### config.mk
export PLATFORM = sky130hd
export DESIGN_NAME = updown_sweep_ctrl
export DESIGN_NICKNAME = d
export VERILOG_FILES = /design/src/rtl/updown_sweep_ctrl.sv
export SDC_FILE = /design/constraint.sdc
export NUM_CORES = 1
export LEC_CHECK = 0
export CORE_MARGIN = 8
export CORE_UTILIZATION = 40
export DETAILED_ROUTE_END_ITERATION = 16
export HOLD_SLACK_MARGIN = 0.06
export SKIP_CTS_REPAIR_TIMING = 1
export SYNTH_ARGS = -nofsm -noshare
export SYNTH_HDL_FRONTEND = slang
export SYNTH_SLANG_ARGS = --single-unit
### constraint.sdc
create_clock -name clock -period 1.9 [get_ports clock]
set_clock_uncertainty 0.05 [all_clocks]
set_input_delay 0.38 -clock clock [delete_from_list [all_inputs] [get_ports clock]]
set_output_delay 0.38 -clock clock [all_outputs]
set_load 0.005 [all_outputs]
### src/rtl/updown_sweep_ctrl.sv
// Sweep sequencer for the up/down counter FSM: steers its direction input so the
// counter ramps 0..MAX..0 a programmed number of times, tracking and checking it.
module updown_sweep_ctrl #(
  parameter int WIDTH   = 2,
  parameter int SWEEPS  = 3,
  parameter bit CHECK_Z = 1'b1
) (
  input  logic             clock,
  input  logic             reset,
  input  logic             start,
  input  logic             abort,
  input  logic             z,
  output logic             x,
  output logic [WIDTH-1:0] pos,
  output logic             busy,
  output logic             done,
  output logic [7:0]       sweep_cnt,
  output logic             err
);

  localparam logic [WIDTH-1:0] ZERO     = {WIDTH{1'b0}};
  localparam logic [WIDTH-1:0] ONE      = {{(WIDTH-1){1'b0}}, 1'b1};
  localparam logic [WIDTH-1:0] MAX      = {WIDTH{1'b1}};
  localparam logic [7:0]       SWEEPS_L = 8'(SWEEPS);

  typedef enum logic [1:0] {
    ST_IDLE  = 2'd0,
    ST_ALIGN = 2'd1,
    ST_UP    = 2'd2,
    ST_DOWN  = 2'd3
  } state_t;

  state_t           r_state;
  state_t           w_state_nxt;
  logic             r_x;
  logic             w_x_nxt;
  logic [WIDTH-1:0] r_pos;
  logic [WIDTH-1:0] w_pos_nxt;
  logic             r_busy;
  logic             r_done;
  logic             w_done_nxt;
  logic [7:0]       r_cnt;
  logic [7:0]       w_cnt_nxt;
  logic [7:0]       w_cnt_inc;
  logic             r_err;
  logic             w_err_nxt;
  logic             w_z_exp;

  // The shadow steps with the direction the counter saw this cycle, in every state.
  assign w_pos_nxt = r_x ? (r_pos - ONE) : (r_pos + ONE);
  assign w_cnt_inc = r_cnt + 8'd1;
  assign w_z_exp   = (r_pos == ZERO) || (r_pos == MAX);

  // Next-state, direction, completion and sweep-count logic.
  always_comb begin
    w_state_nxt = r_state;
    w_x_nxt     = 1'b1;
    w_done_nxt  = 1'b0;
    w_cnt_nxt   = r_cnt;
    case (r_state)
      ST_IDLE: begin
        if (start) begin
          w_cnt_nxt = 8'd0;
          if (w_pos_nxt == ZERO) begin
            w_state_nxt = ST_UP;
            w_x_nxt     = 1'b0;
          end else begin
            w_state_nxt = ST_ALIGN;
          end
        end else begin
          w_state_nxt = ST_IDLE;
        end
      end
      ST_ALIGN: begin
        if (abort) begin
          w_state_nxt = ST_IDLE;
        end else if (w_pos_nxt == ZERO) begin
          w_state_nxt = ST_UP;
          w_x_nxt     = 1'b0;
        end else begin
          w_state_nxt = ST_ALIGN;
        end
      end
      ST_UP: begin
        if (abort) begin
          w_state_nxt = ST_IDLE;
        end else if (w_pos_nxt == MAX) begin
          w_state_nxt = ST_DOWN;
        end else begin
          w_x_nxt = 1'b0;
        end
      end
      ST_DOWN: begin
        // abort outranks a completion landing on the same edge
        if (abort) begin
          w_state_nxt = ST_IDLE;
        end else if (w_pos_nxt == ZERO) begin
          w_cnt_nxt = w_cnt_inc;
          if (w_cnt_inc == SWEEPS_L) begin
            w_state_nxt = ST_IDLE;
            w_done_nxt  = 1'b1;
          end else begin
            w_state_nxt = ST_UP;
            w_x_nxt     = 1'b0;
          end
        end else begin
          w_state_nxt = ST_DOWN;
        end
      end
      default: begin
        w_state_nxt = ST_IDLE;
      end
    endcase
  end

  // Sticky terminal-count consistency check, only while a sequence runs.
  always_comb begin
    w_err_nxt = r_err;
    if (CHECK_Z && r_busy && (z != w_z_exp)) begin
      w_err_nxt = 1'b1;
    end else begin
      w_err_nxt = r_err;
    end
  end

  // State and output registers.
  always_ff @(posedge clock or negedge reset) begin
    if (!reset) begin
      r_state <= ST_IDLE;
      r_x     <= 1'b1;
      r_pos   <= ZERO;
      r_busy  <= 1'b0;
      r_done  <= 1'b0;
      r_cnt   <= 8'd0;
      r_err   <= 1'b0;
    end else begin
      r_state <= w_state_nxt;
      r_x     <= w_x_nxt;
      r_pos   <= w_pos_nxt;
      r_busy  <= (w_state_nxt != ST_IDLE);
      r_done  <= w_done_nxt;
      r_cnt   <= w_cnt_nxt;
      r_err   <= w_err_nxt;
    end
  end

  assign x         = r_x;
  assign pos       = r_pos;
  assign busy      = r_busy;
  assign done      = r_done;
  assign sweep_cnt = r_cnt;
  assign err       = r_err;

endmodule

# ---- Word level (Yosys, flattened, before mapping)
# Index checks and enable logic that the tools add are counted.
dict set report word_totals {
  regBits 16
  in_bits 5
  out_inout_bits 14
  elab_cells 54
}
dict set report op_classes {
  addsub 3
  eq_ne 10
  n_mux 26
  reduce_logical 8
}
# op n
set ops {}
lappend ops {{two-way mux 8 bit} 3}
lappend ops {{two-way mux 2 bit} 9}
lappend ops {{case mux 8 bit (2 select lines)} 1}
lappend ops {{two-way mux 1 bit} 11}
lappend ops {{adder 8 x 1 -> 8 bit (second input constant)} 1}
lappend ops {{== test 2 bit (second input constant)} 4}
lappend ops {{== test 8 x 2 -> 1 bit (second input constant)} 1}
lappend ops {{case mux 2 bit (4 select lines)} 1}
lappend ops {{zero test 2 bit} 3}
lappend ops {{!= test 2 bit (second input constant)} 3}
lappend ops {{case mux 1 bit (4 select lines)} 1}
lappend ops {{AND reduction 4 bit} 1}
lappend ops {{nonzero test 2 bit} 2}
lappend ops {{adder 2 x 1 -> 2 bit (second input constant)} 1}
lappend ops {{== test 2 x 1 -> 1 bit (second input constant)} 1}
lappend ops {{subtractor 2 x 1 -> 2 bit (second input constant)} 1}
lappend ops {{logical AND 1 bit} 1}
lappend ops {{logical OR 1 bit} 1}
lappend ops {{!= test 1 bit} 1}

# ---- Longest topological paths before layout
# Gate-level depths: netlist of run 1.
dict set report logic_depth {
  word_depth 7
  depth_mapped 7
  mapped_depth_nobuf 6
}

# ---- Worst setup path before layout of run 1
# No wires, ideal clock.
dict set report synth_timing {
  path_type {register -> register}
  start {reg r_cnt[0] (netlist: sweep_cnt[0])}
  end {reg r_busy (netlist: busy)}
  setup_ps 142
  arrival_time_ps 1543
  t_required_ps 1708
  path_slack_ps 165
  path_stages_with_launch 6
  n_path_buf 0
  synth_period_minus_slack_ps 1735
  cell_sequence {dfrtp_1 > ha_1 > nor4_1 > nor3_1 > o41ai_2 > o221ai_2}
}
dict set report synth_via {
  elab_chain_cells 7
}
# element line_no
set synth_lines {}
lappend synth_lines {{from (decl)} 42} ;# logic [7:0] r_cnt;
lappend synth_lines {{from (signal assigned)} 142} ;# r_cnt <= w_cnt_nxt;
lappend synth_lines {{adder 8 x 1 -> 8 bit} 51} ;# assign w_cnt_inc = r_cnt + 8'd1;
lappend synth_lines {{== test 8 x 2 -> 1 bit} 99} ;# if (w_cnt_inc == SWEEPS_L) begin
lappend synth_lines {{two-way mux 2 bit} 99}
lappend synth_lines {{two-way mux 2 bit} 97} ;# end else if (w_pos_nxt == ZERO) begin
lappend synth_lines {{two-way mux 2 bit} 95} ;# if (abort) begin
lappend synth_lines {{case mux 2 bit (4 select lines)} 60} ;# case (r_state)
lappend synth_lines {{nonzero test 2 bit} 140} ;# r_busy <= (w_state_nxt != ST_IDLE);
lappend synth_lines {{to (signal assigned)} 140}
lappend synth_lines {{to (decl)} 39} ;# logic r_busy;
# No other way between the ends.
# A chain may end at the register's enable or synchronous reset.

# ---- Final worst setup path of run 1
dict set report layout_timing {
  start {reg r_cnt[5] (netlist: sweep_cnt[5])}
  end {out sweep_cnt[5]}
}
# element line_no
set layout_rtl {}
lappend layout_rtl {{to (decl)} 17} ;# output logic [7:0] sweep_cnt,
# No word-level cell between the ends.

==> impl_metrics.prom, run 1 <==
# TYPE chip_impl_metric gauge
chip_impl_info{name="start_kind",value="register"} 1
chip_impl_info{name="cts_tree",value="done"} 1
chip_impl_metric{name="drcViolationCount",unit=""} 0
chip_impl_metric{name="timing.final.hold_violations",unit=""} 0
chip_impl_metric{name="postLayoutCoreUtil",unit="%"} 56.6
chip_impl_metric{name="globalRoute.totalOverflow",unit=""} 0
chip_impl_metric{name="clock_sinks",unit=""} 16
chip_impl_metric{name="final_report_setup_violation_count",unit=""} 0
chip_impl_info{name="yosys.cell_count.top_type",value="sky130_fd_sc_hd__dfrtp_1"} 1
chip_impl_metric{name="postRouteWirelength",unit="um"} 2230
chip_impl_metric{name="crit_fanout",unit=""} 8
chip_impl_metric{name="core_area",unit="mm^2"} 0.00219
chip_impl_metric{name="rows",unit=""} 17
chip_impl_metric{name="clock.fmax",unit="MHz"} 554
chip_impl_metric{name="synthToLayoutAreaGrowth",unit="%"} 34.3
chip_impl_metric{name="dp_worst_setup_slack",unit="ps"} 62.3
chip_impl_metric{name="ys_types",unit=""} 31
chip_impl_info{name="crit-reg2reg-capture",value="busy$_DFF_PN0_"} 1
chip_impl_metric{name="layout-drive-gt1-share",unit="%"} 18.8
chip_impl_metric{name="final_max_slew_violation_count",unit=""} 0
chip_impl_metric{name="totalNegativeSetupSlack",unit="ps"} 0
chip_impl_metric{name="final_antenna_diode_count",unit=""} 0
chip_impl_metric{name="port_buffers",unit=""} 18
chip_impl_metric{name="synth_largest_type_area_fraction",unit="%"} 40.7
chip_impl_metric{name="clkTransAtPathRegs",unit="ps"} 100
chip_impl_metric{name="dr_vias",unit=""} 807
chip_impl_info{name="r2r-start",value="x$_DFF_PN1_"} 1
chip_impl_metric{name="first_pass_grt_wire_length",unit="um"} 3930
chip_impl_metric{name="avgSynthCellArea",unit="um^2"} 9.14
chip_impl_info{name="endpoint_kind",value="primary output"} 1
chip_impl_info{name="ctsRootBufferMaster",value="sky130_fd_sc_hd__clkbuf_4"} 1
chip_impl_info{name="ys_top_cells_by_area",value="sky130_fd_sc_hd__dfrtp_1 (41%), sky130_fd_sc_hd__xor2_1 (5.7%), sky130_fd_sc_hd__ha_1 (5.4%)"} 1
chip_impl_metric{name="route.detailed.vias_per_inst",unit=""} 5.17
chip_impl_metric{name="hpwl",unit="um"} 1610
chip_impl_metric{name="ff2ff_path_depth",unit=""} 5
chip_impl_metric{name="number_of_enable_type_register_cells_in_the_synthesized_netlist",unit=""} 0
chip_impl_metric{name="synthesis.yosys.warnings",unit=""} 0
chip_impl_metric{name="setup_ws",unit="ps"} 95.6
chip_impl_info{name="critPathTopFamily",value="buffers and inverters"} 1
chip_impl_metric{name="final_antenna_net_count",unit=""} 0
chip_impl_metric{name="power-per-cell-area",unit="mW/mm^2"} 840
chip_impl_metric{name="layout.cell_area.non_filler",unit="mm^2"} 0.00124
chip_impl_metric{name="cts_buffer_depth",unit=""} 2
chip_impl_metric{name="floorplan.die.width",unit="um"} 64.0
chip_impl_info{name="crit_slowest_cell",value="sky130_fd_sc_hd__clkdlybuf4s50_1"} 1
chip_impl_metric{name="max_cap_violations",unit=""} 0
chip_impl_metric{name="largest_net_degree_at_the_start_of_global_routing",unit=""} 17
chip_impl_metric{name="relSlewSlack",unit="%"} 73.5
chip_impl_metric{name="first_global_vias",unit=""} 807
chip_impl_metric{name="synthesis.nets",unit=""} 110
chip_impl_metric{name="worst-endpoint-arrival",unit="ps"} 1370
chip_impl_info{name="main_synth_ff_type",value="sky130_fd_sc_hd__dfrtp_1"} 1
chip_impl_metric{name="total_clock_buffers_created_by_cts",unit=""} 3
chip_impl_metric{name="grt_antenna_before_repair",unit=""} 0
chip_impl_metric{name="detailedRoute.firstPassIterationCount",unit=""} 4
chip_impl_metric{name="worst_slew_pin_tran",unit="ps"} 395
chip_impl_metric{name="worstPathRequired",unit="ps"} 1470
chip_impl_metric{name="global_route.usage.total",unit="%"} 11.8
chip_impl_metric{name="ys_ff_latch",unit=""} 16
chip_impl_metric{name="final_period_minus_worst_setup_slack",unit="ps"} 1800
chip_impl_info{name="crit_type",value="reg -> out"} 1
chip_impl_metric{name="die-area",unit="mm^2"} 0.00410
chip_impl_metric{name="path_buf_inv",unit=""} 1
chip_impl_metric{name="fin_crit_sh",unit="%"} 95.0
chip_impl_metric{name="globalplace.congestion",unit=""} 0.803
chip_impl_metric{name="stage_delay_of_the_slowest_cell_on_the_critical_path",unit="ps"} 570
chip_impl_metric{name="finalPower",unit="uW"} 1040
chip_impl_metric{name="placed_standard_cell_area",unit="mm^2"} 0.00117
chip_impl_metric{name="vdd_drop_max",unit="mV"} 0.614
chip_impl_info{name="synth_top_area_cell",value="sky130_fd_sc_hd__dfrtp_1"} 1
chip_impl_metric{name="layout.nets",unit=""} 138
chip_impl_metric{name="ctsHtreeMaxLevel",unit=""} 1
chip_impl_metric{name="wl_per_cell",unit="um"} 14.3
chip_impl_metric{name="clkLatencyLatePin",unit="ps"} 290
chip_impl_metric{name="starting_drt_drc_count",unit=""} 26
chip_impl_info{name="unrepaired_setup_endpoints_after_global_routing",value="no"} 1
chip_impl_metric{name="power.static_leakage",unit="uW"} 0.000530
chip_impl_info{name="hold_class",value="in -> async"} 1
chip_impl_info{name="synth_commonest_cells",value="sky130_fd_sc_hd__dfrtp_1 (15), sky130_fd_sc_hd__nand2_1 (13), sky130_fd_sc_hd__nor2_1 (11), sky130_fd_sc_hd__o21ai_0 (10)"} 1
chip_impl_metric{name="worst_r2r_setup_slack",unit="ps"} 120
chip_impl_metric{name="netlist_area_before_placement",unit="um^2"} 923
chip_impl_metric{name="io_pins",unit=""} 19
chip_impl_metric{name="syn-instance-count",unit=""} 101
chip_impl_metric{name="ys_seq_area_share",unit="%"} 43.5
chip_impl_info{name="outcome",value="finished clean"} 1
chip_impl_info{name="timing.critical_path.cells",value="clkdlybuf4s50_1"} 1
chip_impl_metric{name="die_h",unit="um"} 64.0
chip_impl_metric{name="async_reset_ff_share",unit="%"} 100
chip_impl_metric{name="start_util",unit="%"} 42.1
## layout by cell type (no fill, tap or decap), types with 2 or more instances in the layout
cell                               n
sky130_fd_sc_hd__nor3_2            2
sky130_fd_sc_hd__clkbuf_4          3
sky130_fd_sc_hd__o21ai_0          10
sky130_fd_sc_hd__nor2_1           11
sky130_fd_sc_hd__dfrtp_2           3
sky130_fd_sc_hd__o41ai_1           3
sky130_fd_sc_hd__nand2b_1          2
sky130_fd_sc_hd__nand3_1           3
sky130_fd_sc_hd__nor3_1            3
sky130_fd_sc_hd__dfrtp_1          12
sky130_fd_sc_hd__ha_1              3
sky130_fd_sc_hd__xnor2_1           2
sky130_fd_sc_hd__clkdlybuf4s50_1  18
sky130_fd_sc_hd__nand2_1          13
sky130_fd_sc_hd__xor2_1            5
sky130_fd_sc_hd__buf_4             9
sky130_fd_sc_hd__nor4_1            2
sky130_fd_sc_hd__inv_1             6
## routing by layer
metal	share of wire (%)	track usage [%]
met2	48	17.6
met1	44	15.4
met4	2.8	5.57
met5	0	0
met3	5.0	3.31
## sequential cells by signal, summed over array words and instances (netlist names)
signal and count:
sweep_cnt 8, done 1, busy 1, x 1, r_state 2, err 1, pos 2
## how the worst max path moves through the flow
stage / startpoint / end / depth (start not counted)
after CTS: sweep_cnt[1]$_DFFE_PN0P_ / busy$_DFF_PN0_ / 6
after detailed placement: abort / sweep_cnt[6]$_DFFE_PN0P_ / 6
after global routing: sweep_cnt[3]$_DFFE_PN0P_ / busy$_DFF_PN0_ / 5
final: sweep_cnt[5]$_DFFE_PN0P_ / sweep_cnt[5] / 1
after floorplan: sweep_cnt[0]$_DFFE_PN0P_ / busy$_DFF_PN0_ / 5
after global placement: abort / sweep_cnt[5]$_DFFE_PN0P_ / 6
## cell families after synthesis
kind of cell	synth area share [%]
compound gates	17.2
xor+xnor	7.59
fa+ha+maj	5.42
buf+inv	4.34
flops	43.5
simple gates	22.0
## report_power, final
group | total [uW] | switching [uW] | internal [uW]
clock network | 193 | 111 | 81.6
registers | 450 | 61.3 | 389
logic | 398 | 192 | 206
total | 1040 | 365 | 677
## cell type report
| type | count | area [um^2] |
|---|---|---|
| fill | 198 | 951 |
| multi-input combinational | 75 | 503 |
| sequential | 16 | 405 |
| timing repair buffer | 27 | 248 |
| tap | 28 | 35.0 |
| clock buffer | 4 | 26.3 |
| inverter | 6 | 22.5 |
## through the flow
step                cells  hold WS [ps]
CTS                   154           356
global placement      150           389
floorplan             101          34.4
detailed placement    150           393
finish                156           340
global route          156           357
Note: power is estimated with default switching activity, not from simulation.
==> inputs of run 2 (changes only) <==
--- a/config.mk
+++ b/config.mk
@@ -5,7 +5,7 @@
 export SDC_FILE = /design/constraint.sdc
 export NUM_CORES = 1
 export LEC_CHECK = 0
-export CORE_MARGIN = 8
+export CORE_MARGIN = 2
 export CORE_UTILIZATION = 40
 export DETAILED_ROUTE_END_ITERATION = 16
 export HOLD_SLACK_MARGIN = 0.06
==> impl_metrics.prom, run 2 (synthesized netlist as in run 1, its figures left out) <==
# TYPE chip_impl_metric gauge
chip_impl_metric{name="globalplace.congestion",unit=""} 0.784
chip_impl_metric{name="first_pass_grt_wire_length",unit="um"} 3440
chip_impl_info{name="cts_tree",value="done"} 1
chip_impl_info{name="crit-reg2reg-capture",value="busy$_DFF_PN0_"} 1
chip_impl_metric{name="power.static_leakage",unit="uW"} 0.000528
chip_impl_metric{name="start_util",unit="%"} 42.1
chip_impl_metric{name="worst-endpoint-arrival",unit="ps"} 1370
chip_impl_metric{name="fin_crit_sh",unit="%"} 94.8
chip_impl_metric{name="switching_share",unit="%"} 34.0
chip_impl_metric{name="crit_fanout",unit=""} 5
chip_impl_info{name="outcome",value="finished clean"} 1
chip_impl_metric{name="cellInternalPower",unit="uW"} 638
chip_impl_metric{name="drcViolationCount",unit=""} 0
chip_impl_metric{name="totalNegativeSetupSlack",unit="ps"} 0
chip_impl_metric{name="worstPathRequired",unit="ps"} 1470
chip_impl_metric{name="area_of_combinational_cells_with_multiple_inputs",unit="um^2"} 500
chip_impl_info{name="hold_class",value="in -> async"} 1
chip_impl_metric{name="clkLatencyLatePin",unit="ps"} 290
chip_impl_metric{name="final_antenna_diode_count",unit=""} 0
chip_impl_metric{name="io_pins",unit=""} 19
chip_impl_metric{name="dp_worst_setup_slack",unit="ps"} -6.88
chip_impl_metric{name="clock_network_fraction_of_total_power",unit="%"} 19.7
chip_impl_metric{name="ff2ff_path_depth",unit=""} 5
chip_impl_metric{name="power-per-cell-area",unit="mW/mm^2"} 796
chip_impl_metric{name="rows",unit=""} 17
chip_impl_metric{name="relSlewSlack",unit="%"} 75.0
chip_impl_metric{name="hpwl",unit="um"} 1480
chip_impl_metric{name="cts_buffer_depth",unit=""} 2
chip_impl_metric{name="setup_ws",unit="ps"} 99.4
chip_impl_info{name="final_common_cell",value="sky130_fd_sc_hd__clkdlybuf4s50_1"} 1
chip_impl_metric{name="max_reg_flops",unit=""} 8
chip_impl_info{name="final_cell_mix",value="sky130_fd_sc_hd__clkdlybuf4s50_1 (18), sky130_fd_sc_hd__nand2_1 (13), sky130_fd_sc_hd__dfrtp_1 (12)"} 1
chip_impl_info{name="r2r-start",value="x$_DFF_PN1_"} 1
chip_impl_metric{name="vdd_drop_max",unit="mV"} 0.622
chip_impl_metric{name="clock_sinks",unit=""} 16
chip_impl_metric{name="detailedRoute.firstPassIterationCount",unit=""} 4
chip_impl_metric{name="total_clock_buffers_created_by_cts",unit=""} 3
chip_impl_metric{name="area.sequential",unit="um^2"} 405
chip_impl_metric{name="max_cap_violations",unit=""} 0
chip_impl_metric{name="combinational_cell_fraction_of_total_power",unit="%"} 33.6
chip_impl_metric{name="largest_net_degree_at_the_start_of_global_routing",unit=""} 17
chip_impl_metric{name="die_h",unit="um"} 52.0
chip_impl_metric{name="timing.final.hold_violations",unit=""} 0
chip_impl_metric{name="dr_vias",unit=""} 807
chip_impl_metric{name="layout.nets",unit=""} 135
chip_impl_info{name="endpoint_kind",value="primary output"} 1
chip_impl_metric{name="grt_antenna_before_repair",unit=""} 0
chip_impl_info{name="ctsRootBufferMaster",value="sky130_fd_sc_hd__clkbuf_4"} 1
chip_impl_metric{name="postRouteWirelength",unit="um"} 2000
chip_impl_metric{name="clkTransAtPathRegs",unit="ps"} 100
chip_impl_metric{name="globalRoute.totalOverflow",unit=""} 0
chip_impl_metric{name="first_global_vias",unit=""} 792
chip_impl_metric{name="core_area",unit="mm^2"} 0.00219
chip_impl_metric{name="final_max_slew_violation_count",unit=""} 0
chip_impl_metric{name="route.detailed.vias_per_inst",unit=""} 5.27
chip_impl_metric{name="global_route.usage.total",unit="%"} 17.4
chip_impl_metric{name="clock.fmax",unit="MHz"} 555
chip_impl_metric{name="floorplan.die.width",unit="um"} 52.0
chip_impl_metric{name="port_buffers",unit=""} 18
chip_impl_metric{name="p_sw",unit="uW"} 329
chip_impl_metric{name="sequentialPowerShare",unit="%"} 46.7
chip_impl_metric{name="die-area",unit="mm^2"} 0.00271
chip_impl_metric{name="final_report_setup_violation_count",unit=""} 0
chip_impl_info{name="unrepaired_setup_endpoints_after_global_routing",value="no"} 1
chip_impl_metric{name="starting_drt_drc_count",unit=""} 19
chip_impl_metric{name="synthToLayoutAreaGrowth",unit="%"} 31.6
chip_impl_metric{name="worst_r2r_setup_slack",unit="ps"} 130
chip_impl_metric{name="final_period_minus_worst_setup_slack",unit="ps"} 1800
chip_impl_info{name="crit_type",value="reg -> out"} 1
chip_impl_metric{name="layout-drive-gt1-share",unit="%"} 17.6
chip_impl_metric{name="ctsHtreeMaxLevel",unit=""} 1
chip_impl_metric{name="worst_slew_pin_tran",unit="ps"} 370
chip_impl_metric{name="wl_per_cell",unit="um"} 13.1
chip_impl_metric{name="final_antenna_net_count",unit=""} 0
chip_impl_info{name="start_kind",value="register"} 1
chip_impl_metric{name="fillers",unit=""} 194
run 2: changes by cell type in the layout (fill, tap and decap cells not counted):
| cell | change |
|---|---|
| sky130_fd_sc_hd__buf_4 | -3 |
| sky130_fd_sc_hd__ha_1 | -1 |
| sky130_fd_sc_hd__ha_2 | +1 |
| sky130_fd_sc_hd__nor3_2 | -1 |
| sky130_fd_sc_hd__nor3_4 | +1 |
| sky130_fd_sc_hd__o41ai_2 | +1 |
| sky130_fd_sc_hd__o41ai_4 | -1 |
run 2: cell type report:
class / count / area share [%]
multi-input cells: 75 / 41.2
clock buffers: 4 / 2.16
flip-flops and latches: 16 / 33.4
well taps: 28 / 2.88
repair buffers: 24 / 18.5
inverters: 6 / 1.85
run 2: worst max-delay path by stage:
stage | endpoint | slack (ps) | cells after the start | startpoint
2_1_floorplan | busy$_DFF_PN0_ | 160 | 5 | sweep_cnt[0]$_DFFE_PN0P_
3_3_place_gp | busy$_DFF_PN0_ | 50 | 5 | sweep_cnt[0]$_DFFE_PN0P_
3_5_place_dp | busy$_DFF_PN0_ | -7 | 6 | sweep_cnt[0]$_DFFE_PN0P_
4_1_cts | busy$_DFF_PN0_ | -40 | 6 | sweep_cnt[0]$_DFFE_PN0P_
5_1_grt | x$_DFF_PN1_ | 9 | 6 | sweep_cnt[0]$_DFFE_PN0P_
6_report | sweep_cnt[2] | 100 | 2 | sweep_cnt[2]$_DFFE_PN0P_
run 2: power by group through the flow:
stage               clock (uW)  sequential (uW)  combinational [uW]
floorplan                    0              429                 221
global placement             0              452                 339
detailed placement           0              453                 335
CTS                        196              447                 338
global route               216              462                 368
finish                     191              452                 324
run 2: through the flow:
stage / cell area, um^2 / util (%) / hold slack [ps] / instances / total power (uW)
after floorplan: 923 / - / 34.4 / 101 / 650
after global placement: 1170 / 53.6 / 390 / 150 / 791
after detailed placement: 1170 / 53.6 / 409 / 150 / 788
after CTS: 1200 / 54.8 / 348 / 154 / 980
after global routing: 1210 / 55.5 / 337 / 153 / 1050
final: 1210 / 55.5 / 346 / 153 / 967
run 2: worst max-delay path, stage by stage (launching register included):
cell                              delay, ps
sky130_fd_sc_hd__dfrtp_1                450
sky130_fd_sc_hd__buf_4                  150
sky130_fd_sc_hd__clkdlybuf4s50_1        490
run 2: per-layer routing:
layer / part of all wire, % / routed length (um) / global-route usage, % / vias to the layer above
met5: 0 / 0 / 0 / -
met2: 46 / 928 / 27.8 / 23
li1: - / - / - / 398
met3: 4.6 / 93 / 3.45 / 4
met1: 48 / 958 / 22.9 / 382
met4: 1.1 / 22 / 7.02 / 0
==> inputs of run 3 (changes only) <==
--- a/config.mk
+++ b/config.mk
@@ -8,7 +8,7 @@
 export CORE_MARGIN = 2
 export CORE_UTILIZATION = 40
 export DETAILED_ROUTE_END_ITERATION = 16
-export HOLD_SLACK_MARGIN = 0.06
+export HOLD_SLACK_MARGIN = 0.05
 export SKIP_CTS_REPAIR_TIMING = 1
 export SYNTH_ARGS = -nofsm -noshare
 export SYNTH_HDL_FRONTEND = slang
==> results of run 3 <==
The final DEF is identical to that of run 2; final timing and power are the same.
